$ cat config.mk
export PLATFORM = sky130hd
export DESIGN_NAME = ube_dma_seq
export DESIGN_NICKNAME = d
export VERILOG_FILES = /design/src/rtl/ube_pkg.sv /design/src/rtl/ube_timeout.sv /design/src/rtl/ube_dma_seq.sv
export SDC_FILE = /design/constraint.sdc
export NUM_CORES = 1
export LEC_CHECK = 0
export CORE_ASPECT_RATIO = 1.25
export CORE_MARGIN = 2
export CORE_UTILIZATION = 43
export CTS_CLUSTER_DIAMETER = 40
export DETAILED_ROUTE_END_ITERATION = 7
export PLACE_DENSITY = 0.89
export SETUP_SLACK_MARGIN = 0.3
export SYNTH_ARGS = -nofsm -noshare
export SYNTH_HDL_FRONTEND = slang
export SYNTH_HIERARCHICAL = 1
export SYNTH_SLANG_ARGS = --single-unit
$ cat constraint.sdc
create_clock -name clk -period 2.84 [get_ports clk]
set_input_delay 0.852 -clock clk [delete_from_list [all_inputs] [get_ports clk]]
set_output_delay 0.852 -clock clk [all_outputs]
set_load 0.02 [all_outputs]
$ cat src/rtl/ube_pkg.sv
// Shared types and constants for the KS-10 UBE DMA sequencer.
package ube_pkg;

  typedef enum logic [1:0] {
    ST_IDLE,
    ST_XFER,
    ST_STEP,
    ST_FIN
  } ube_state_e;

  localparam int unsigned UBE_TIMEOUT_DEF = 64;

  // Word count byte-lane merge, matching the ubeBA_HI/LO accessor style.
  function automatic logic [15:0] ubeWC_WR(input logic [15:0] cur,
                                           input logic [15:0] data,
                                           input logic        hi,
                                           input logic        lo);
    logic [15:0] res;
    res       = cur;
    if (hi) res[15:8] = data[15:8];
    if (lo) res[7:0]  = data[7:0];
    return res;
  endfunction

endpackage

$ cat src/rtl/ube_timeout.sv
// Loadable up-counter with a terminal-count flag, used for the DMA ack timeout.
module ube_timeout #(
  parameter int unsigned TC = 63,
  parameter int unsigned W  = 8
) (
  input  logic         clk,
  input  logic         rst_n,
  input  logic         i_load,
  input  logic [W-1:0] i_val,
  input  logic         i_en,
  output logic         o_tc
);

  logic [W-1:0] r_cnt;

  always_ff @(posedge clk or negedge rst_n) begin
    if (!rst_n)      r_cnt <= '0;
    else if (i_load) r_cnt <= i_val;
    else if (i_en)   r_cnt <= r_cnt + W'(1);
  end

  assign o_tc = (r_cnt == W'(TC));

endmodule

$ cat src/rtl/ube_dma_seq.sv
// UBE DMA sequencer: word count register plus the transfer FSM that
// issues Unibus DMA requests and reports busy/done/NXM to the CSR.
module ube_dma_seq
  import ube_pkg::*;
#(
  parameter int unsigned TIMEOUT = UBE_TIMEOUT_DEF
) (
  input  logic        clk,
  input  logic        rst,
  input  logic        devRESET,
  input  logic        devHIBYTE,
  input  logic        devLOBYTE,
  input  logic [35:0] devDATAI,
  input  logic        wcWRITE,
  input  logic        dmaGO,
  input  logic        dmaWRITE,
  input  logic [15:0] regBA,
  output logic        ubeINC,
  output logic [15:0] regWC,
  output logic        dmaREQ,
  output logic        dmaDIR,
  output logic [15:0] dmaADDR,
  input  logic        dmaACK,
  output logic        busy,
  output logic        done,
  output logic        nxm,
  output logic        intr
);

  ube_state_e  r_state;
  logic [15:0] r_wc;
  logic        r_req, r_dir, r_inc, r_busy, r_done, r_nxm, r_intr;
  logic [15:0] w_wc_inc;
  logic        w_tc;
  logic        w_unused;

  assign w_wc_inc = r_wc + 16'd1;
  assign w_unused = ^devDATAI[35:16];

  // Counter is held at zero outside XFER, so every XFER entry starts fresh.
  ube_timeout #(
    .TC (TIMEOUT - 1),
    .W  (8)
  ) u_timeout (
    .clk    (clk),
    .rst_n  (rst),
    .i_load (devRESET || (r_state != ST_XFER)),
    .i_val  ('0),
    .i_en   (1'b1),
    .o_tc   (w_tc)
  );

  always_ff @(posedge clk or negedge rst) begin
    if (!rst) begin
      r_state <= ST_IDLE;
      r_wc    <= '0;
      r_req   <= 1'b0;
      r_dir   <= 1'b0;
      r_inc   <= 1'b0;
      r_busy  <= 1'b0;
      r_done  <= 1'b0;
      r_nxm   <= 1'b0;
      r_intr  <= 1'b0;
    end else if (devRESET) begin
      r_state <= ST_IDLE;
      r_wc    <= '0;
      r_req   <= 1'b0;
      r_dir   <= 1'b0;
      r_inc   <= 1'b0;
      r_busy  <= 1'b0;
      r_done  <= 1'b0;
      r_nxm   <= 1'b0;
      r_intr  <= 1'b0;
    end else begin
      r_inc  <= 1'b0;
      r_intr <= 1'b0;
      case (r_state)
        ST_IDLE: begin
          if (wcWRITE) r_wc <= ubeWC_WR(r_wc, devDATAI[15:0], devHIBYTE, devLOBYTE);
          if (dmaGO) begin
            r_done <= 1'b0;
            r_nxm  <= 1'b0;
            r_dir  <= dmaWRITE;
            r_busy <= 1'b1;
            if (r_wc == '0) begin
              r_state <= ST_FIN;
              r_intr  <= 1'b1;
            end else begin
              r_state <= ST_XFER;
              r_req   <= 1'b1;
            end
          end
        end
        ST_XFER: begin
          if (dmaACK) begin
            r_state <= ST_STEP;
            r_req   <= 1'b0;
            r_inc   <= 1'b1;
          end else if (w_tc) begin
            r_state <= ST_FIN;
            r_req   <= 1'b0;
            r_nxm   <= 1'b1;
            r_intr  <= 1'b1;
          end
        end
        ST_STEP: begin
          r_wc <= w_wc_inc;
          if (w_wc_inc == '0) begin
            r_state <= ST_FIN;
            r_intr  <= 1'b1;
          end else begin
            r_state <= ST_XFER;
            r_req   <= 1'b1;
          end
        end
        ST_FIN: begin
          r_state <= ST_IDLE;
          r_busy  <= 1'b0;
          r_done  <= !r_nxm;
        end
        default: r_state <= ST_IDLE;
      endcase
    end
  end

  assign ubeINC  = r_inc;
  assign regWC   = r_wc;
  assign dmaREQ  = r_req;
  assign dmaDIR  = r_dir;
  assign dmaADDR = r_req ? regBA : '0;
  assign busy    = r_busy;
  assign done    = r_done;
  assign nxm     = r_nxm;
  assign intr    = r_intr;

endmodule

==> Word-level counts from Yosys, hierarchy flattened <==
Index checks and enable logic that the tools add are counted.
{ "op_classes": {"reduce_logical": 18, "eq_ne": 14, "add_sub_neg": 2, "mux": 44} }
{ "op_table": {"columns": ["op", "count"], "rows": [
  ["16-bit two-way mux", 3],
  ["16-bit zero test", 2],
  ["16-bit case mux with 2 select lines", 1],
  ["1-bit two-way mux", 25],
  ["8-bit two-way mux", 3],
  ["3-bit != test, second input constant", 7],
  ["16-bit by 1-bit adder with 16-bit output, second input constant", 1],
  ["2-bit two-way mux", 6],
  ["3-bit nonzero test", 3],
  ["8-bit by 1-bit adder with 8-bit output, second input constant", 1],
  ["8-bit by 6-bit equality test with 1-bit output, second input constant", 1],
  ["2-bit case mux with 4 select lines", 1],
  ["1-bit case mux with 2 select lines", 3],
  ["1-bit case mux with 3 select lines", 2],
  ["2-bit AND reduction", 3],
  ["3-bit AND reduction", 2],
  ["5-bit AND reduction", 1],
  ["2-bit equality test, second input constant", 2],
  ["4-bit by 3-bit != test with 1-bit output, second input constant", 1],
  ["4-bit AND reduction", 1],
  ["2-bit nonzero test", 2],
  ["4-bit nonzero test", 1],
  ["3-bit by 2-bit != test with 1-bit output, second input constant", 1],
  ["2-bit by 1-bit equality test with 1-bit output, second input constant", 1],
  ["4 further kinds", 4]
]} }
{ "totals": {"in_bits": 61, "regBits": 33, "out_inout_bits": 39, "elab_cells": 89} }

==> Longest topological paths before layout <==
{ "depth": {"depth_word": 5, "ltp_mapped": 8, "depth_no_buf": 7} }

==> Cells and area by module <==
The synthesis kept the hierarchy.
{ "by_module_without_submodules": {"columns": ["mod", "cells_per_inst", "area_each_um2", "seq_area_each_um2", "instances"], "rows": [
  ["ube_dma_seq", 235, 1869.3, 625.6, 1],
  ["ube_timeout", 50, 457.9, 200.2, 1]
]} }

==> Worst setup path after synthesis <==
No wires, ideal clock.
{ "synth_timing": {"path_type": "flip-flop to flip-flop", "startpoint": "register r_wc[1], in the netlist regWC[1]", "endpoint": "register r_req, in the netlist dmaREQ", "path_stages_with_launch": 7, "period_less_slack_ns": 2.190, "n_path_buf": 0, "arrival_time_ns": 2.064, "path_slack_ns": 0.650, "t_required_ns": 2.714, "setup_time_ns": 0.126, "cell_sequence": "dfrtp_1 -> ha_1 -> nand3_1 -> or4b_1 -> o311ai_0 -> nand3_1 -> o311a_1"} }
{ "synth_between": {"elab_chain_cells": 4, "elab_cells_between_ends": 6, "cone_classes": "1 x add/sub; 2 x eq/ne; 3 x reduce/logical"} }
{ "synth_rtl": {"columns": ["item", "line", "rtl"], "rows": [
  ["from (decl)", "ube_dma_seq.sv:31", "logic [15:0] r_wc;"],
  ["from (signal assigned)", "ube_dma_seq.sv:79", "if (wcWRITE) r_wc <= ubeWC_WR(r_wc, devDATAI[15:0], devHIBYTE, devLOBYTE);"],
  ["from (signal assigned)", "ube_dma_seq.sv:107", "r_wc <= w_wc_inc;"],
  ["16-bit by 1-bit adder with 16-bit output", "ube_dma_seq.sv:37", "assign w_wc_inc = r_wc + 16'd1;"],
  ["16-bit zero test", "ube_dma_seq.sv:108", "if (w_wc_inc == '0) begin"],
  ["3-bit != test (no source line)", null, null],
  ["5-bit AND reduction (no source line) *", null, null],
  ["to (signal assigned)", "ube_dma_seq.sv:57", "r_req <= 1'b0;"],
  ["to (signal assigned)", "ube_dma_seq.sv:101", "r_req <= 1'b0;"],
  ["to (signal assigned)", "ube_dma_seq.sv:113", "r_req <= 1'b1;"],
  ["to (decl)", "ube_dma_seq.sv:32", "logic r_req, r_dir, r_inc, r_busy, r_done, r_nxm, r_intr;"]
]} }
Every way passes the cells marked *; elsewhere a longest branch is shown, timed or not.
A chain may end at the register's enable or synchronous reset.

==> Worst setup path after layout <==
{ "layout_timing": {"startpoint": "input regBA[2]", "endpoint": "output dmaADDR[2]"} }
{ "layout_between": {"elab_chain_cells": 1} }
{ "layout_rtl": {"columns": ["item", "line", "rtl"], "rows": [
  ["from (decl)", "ube_dma_seq.sv:17", "input logic [15:0] regBA,"],
  ["16-bit two-way mux", "ube_dma_seq.sv:130", "assign dmaADDR = r_req ? regBA : '0;"],
  ["to (decl)", "ube_dma_seq.sv:22", "output logic [15:0] dmaADDR,"]
]} }
No other way between the ends.

==> results.yml <==
timing:
  max_slew_margin_pct: 63.97
  max_clock_freq_mhz: 396.2
  tightest_slew_ns: 0.5385
  slew_viol_final: 0
  setup_viol: 0
  finalClockSkew_ns: 0.01396
  period_share_pct: 88.87
  grt_setup_unrepaired: "no"
  finalHoldViolations: 0
  holdWs_ns: 0.5287
  fin_crit_ns: 2.524
synthesis:
  ys_top_cells_by_area: "dfrtp_1 (35%), o21ai_0 (7.1%), and2_1 (4.6%)"
  postSynth.asyncResetShare_pct: 100.0
  syn_avg_cell_area_um2: 8.166
  synth-seq-cells: 33
  netlist_instances: 285
  synth_common_cells: "dfrtp_1 (33), o21ai_0 (33), nand2_1 (24)"
  yosysUniqueCellTypes: 54
  synth_top_area_share_pct: 35.48
  synth_warnings: 6
  synth_top_flop_cell: "dfrtp_1"
  ys_seq_area_share_pct: 35.48
  synth.cell_area_mm2: 0.002327
  synth_top_area_cell: "dfrtp_1"
  synth_edf_count: 0
outcome:
  status: "finished clean"
setup_path:
  rrSetupSlack_ns: 0.50
  crit_path_max_fanout: 1
  start_kind: "primary input"
  cp-end-kind: "output port"
  reg2reg_from: "regWC[1]"
  reg2reg_depth: 6
  reg2reg_to: "dmaREQ"
  required_ns: 1.99
  crit_type: "primary input to output port"
  arrival_ns: 1.67
  cp-startpoint: "regBA[2]"
power_and_ir_drop:
  p_leak_uw: 0.001321
  pwr_density_cell_mw_per_mm2: 446.6
  peakVddDrop_v: 0.0003984
global_routing:
  first_global_vias: 2328
  grt_first_pass_wirelength_mm: 11.13
  grt_antenna_before_repair: 0
  grt-ovfl-total: 0
  grt_util_all_layers_pct: 22.60
  grt_max_degree: 34
floorplanning:
  start_util_pct: 45.17
  die_area_mm2: 0.006020
  die_width_um: 69.80
  dieHeight_um: 86.25
  io_pins: 100
  core_area_mm2: 0.005152
  std_cell_rows: 29
drt:
  dr.pass1.iters: 4
  detail-route-antenna-nets: 0
  wire_per_inst_um: 15.59
  drc: 0
  vias: 2497
  drt_iter0_markers: 343
  wl_mm: 6.671
  viasPerCell: 5.834
clocking:
  post_cts_buffers: 0
  htreeDepth: 2
  tritoncts: "done"
  cts_buffers: 5
  clk_pin_slew_ns: 0.07
  root_buffer: "clkbuf_8"
  clockBufferDepth: 2
  clkLatencyLatePin_ns: 0.29
  cts.sinks: 33
placement:
  place.gp.congestion: 0.9046
  dp_hpwl_mm: 4.799
  post-place-cells: 422
  io_buffers: 79
cells_and_area:
  fin_cells: 428
  nets: 431
  n_antenna_cell: 0
  drive_gt1_share_pct: 10.66
  nFillCells: 459
  area_growth_pct: 36.88
worst_hold_path:
  hp-start: "dmaDIR"
  hold_path_class: "register to register"
  whs_endpoint: "dmaDIR"
  min_path_cells: 2
job:
  maxCapViolCount: 0
flip-flops by register name (all words and copies together), names as in the netlist:
signal and count:
busy 1, intr 1, done 1, ubeINC 1, dmaDIR 1, nxm 1, regWC 16, u_timeout/r_cnt 8
r_state 2, dmaREQ 1
where the power goes:
| group | internal (uW) | switching (uW) | total, uW |
|---|---|---|---|
| Clock | 161 | 177 | 338 |
| Sequential | 515 | 92.2 | 607 |
| Combinational | 228 | 249 | 478 |
per-stage QoR:
step           total power (uW)  setup WS, ns  setup TNS, ns  cell area, um^2  util (%)
2_1_floorplan             876.3        0.6499              0             2354         -
3_3_place_gp               1092      -0.04787        -0.4438             3183     61.78
3_5_place_dp               1109      -0.08812        -0.6535             3183     61.78
4_1_cts                    1433        0.3092              0             3239     62.87
5_1_grt                    1499        0.3018              0             3186     61.83
6_report                   1423        0.3160              0             3186     61.83
cell usage in the layout (no fill, tap or decap), types with 3 or more instances in the layout:
cell type,Yosys,final
nand2_1,24,24
clkbuf_8,0,5
nand4_2,3,3
dfrtp_1,33,31
xor2_1,5,5
mux2i_1,4,4
ha_1,3,3
a21oi_1,15,15
buf_2,1,15
nor4_1,8,8
and2_1,17,17
inv_1,8,8
a211oi_1,7,7
o21ai_0,33,33
nand4_1,6,6
buf_4,6,7
and3_1,4,4
conb_1,2,9
clkdlybuf4s50_1,0,63
a31oi_1,3,3
nand2b_1,6,6
nor2_1,17,17
xnor2_1,3,3
nor2b_1,5,5
nand3_1,14,14
nor3_1,11,11
or4_1,3,3
routing by layer:
metal / global-route usage, % / share of wire (%) / up-vias
met3: 3.953 / 5.5 / 13
met2: 38.27 / 53 / 96
met1: 28.66 / 39 / 1183
met4: 9.266 / 2.1 / 0
met5: 0 / 0 / -
li1: - / - / 1205
logic make-up (layout without fill, tap and decap cells):
group                      count (synthesis)  count (layout)  share of synthesized area, %
DFF                                       33              33                         35.48
AOI/OAI and AO/OA                         81              81                         21.88
xor gates and xnor gates                   8               8                         3.011
buffers and inverters                     26             100                         5.215
muxes                                      4               4                         1.720
adders and majority gates                  3               3                         1.613
other                                      2               9                        0.3227
and+or+nand+nor                          128             128                         30.75
layout make-up:
type / count / area (um^2) / area share [%]
multi-input combinational: 233 / 1406 / 44.15
sequential: 33 / 828.3 / 26.00
timing repair buffer: 86 / 769.5 / 24.16
tap: 62 / 77.57 / 2.435
clock buffer: 5 / 68.82 / 2.160
inverter: 8 / 30.03 / 0.9427
clock inverter: 1 / 5.005 / 0.1571
worst max path at each step:
stage,depth (start not counted),endpoint
4_1_cts,3,dmaADDR[1]
6_report,3,dmaADDR[2]
3_5_place_dp,3,dmaADDR[5]
2_1_floorplan,6,dmaREQ
5_1_grt,3,dmaADDR[2]
3_3_place_gp,3,dmaADDR[8]
worst max-delay path, cell delays in order:
cell and delay [ns]:
clkdlybuf4s50_1 0.45, and2_1 0.12, clkdlybuf4s15_2 0.26
what timing repair did:
item / 4_1_cts / 5_1_grt
gates resized for setup: 54 / 11
cloned: 0 / 0
endpoints found under the setup margin: 16 / 11
hold buffers: 0 / 0
Note: power is estimated with default switching activity, not from simulation.
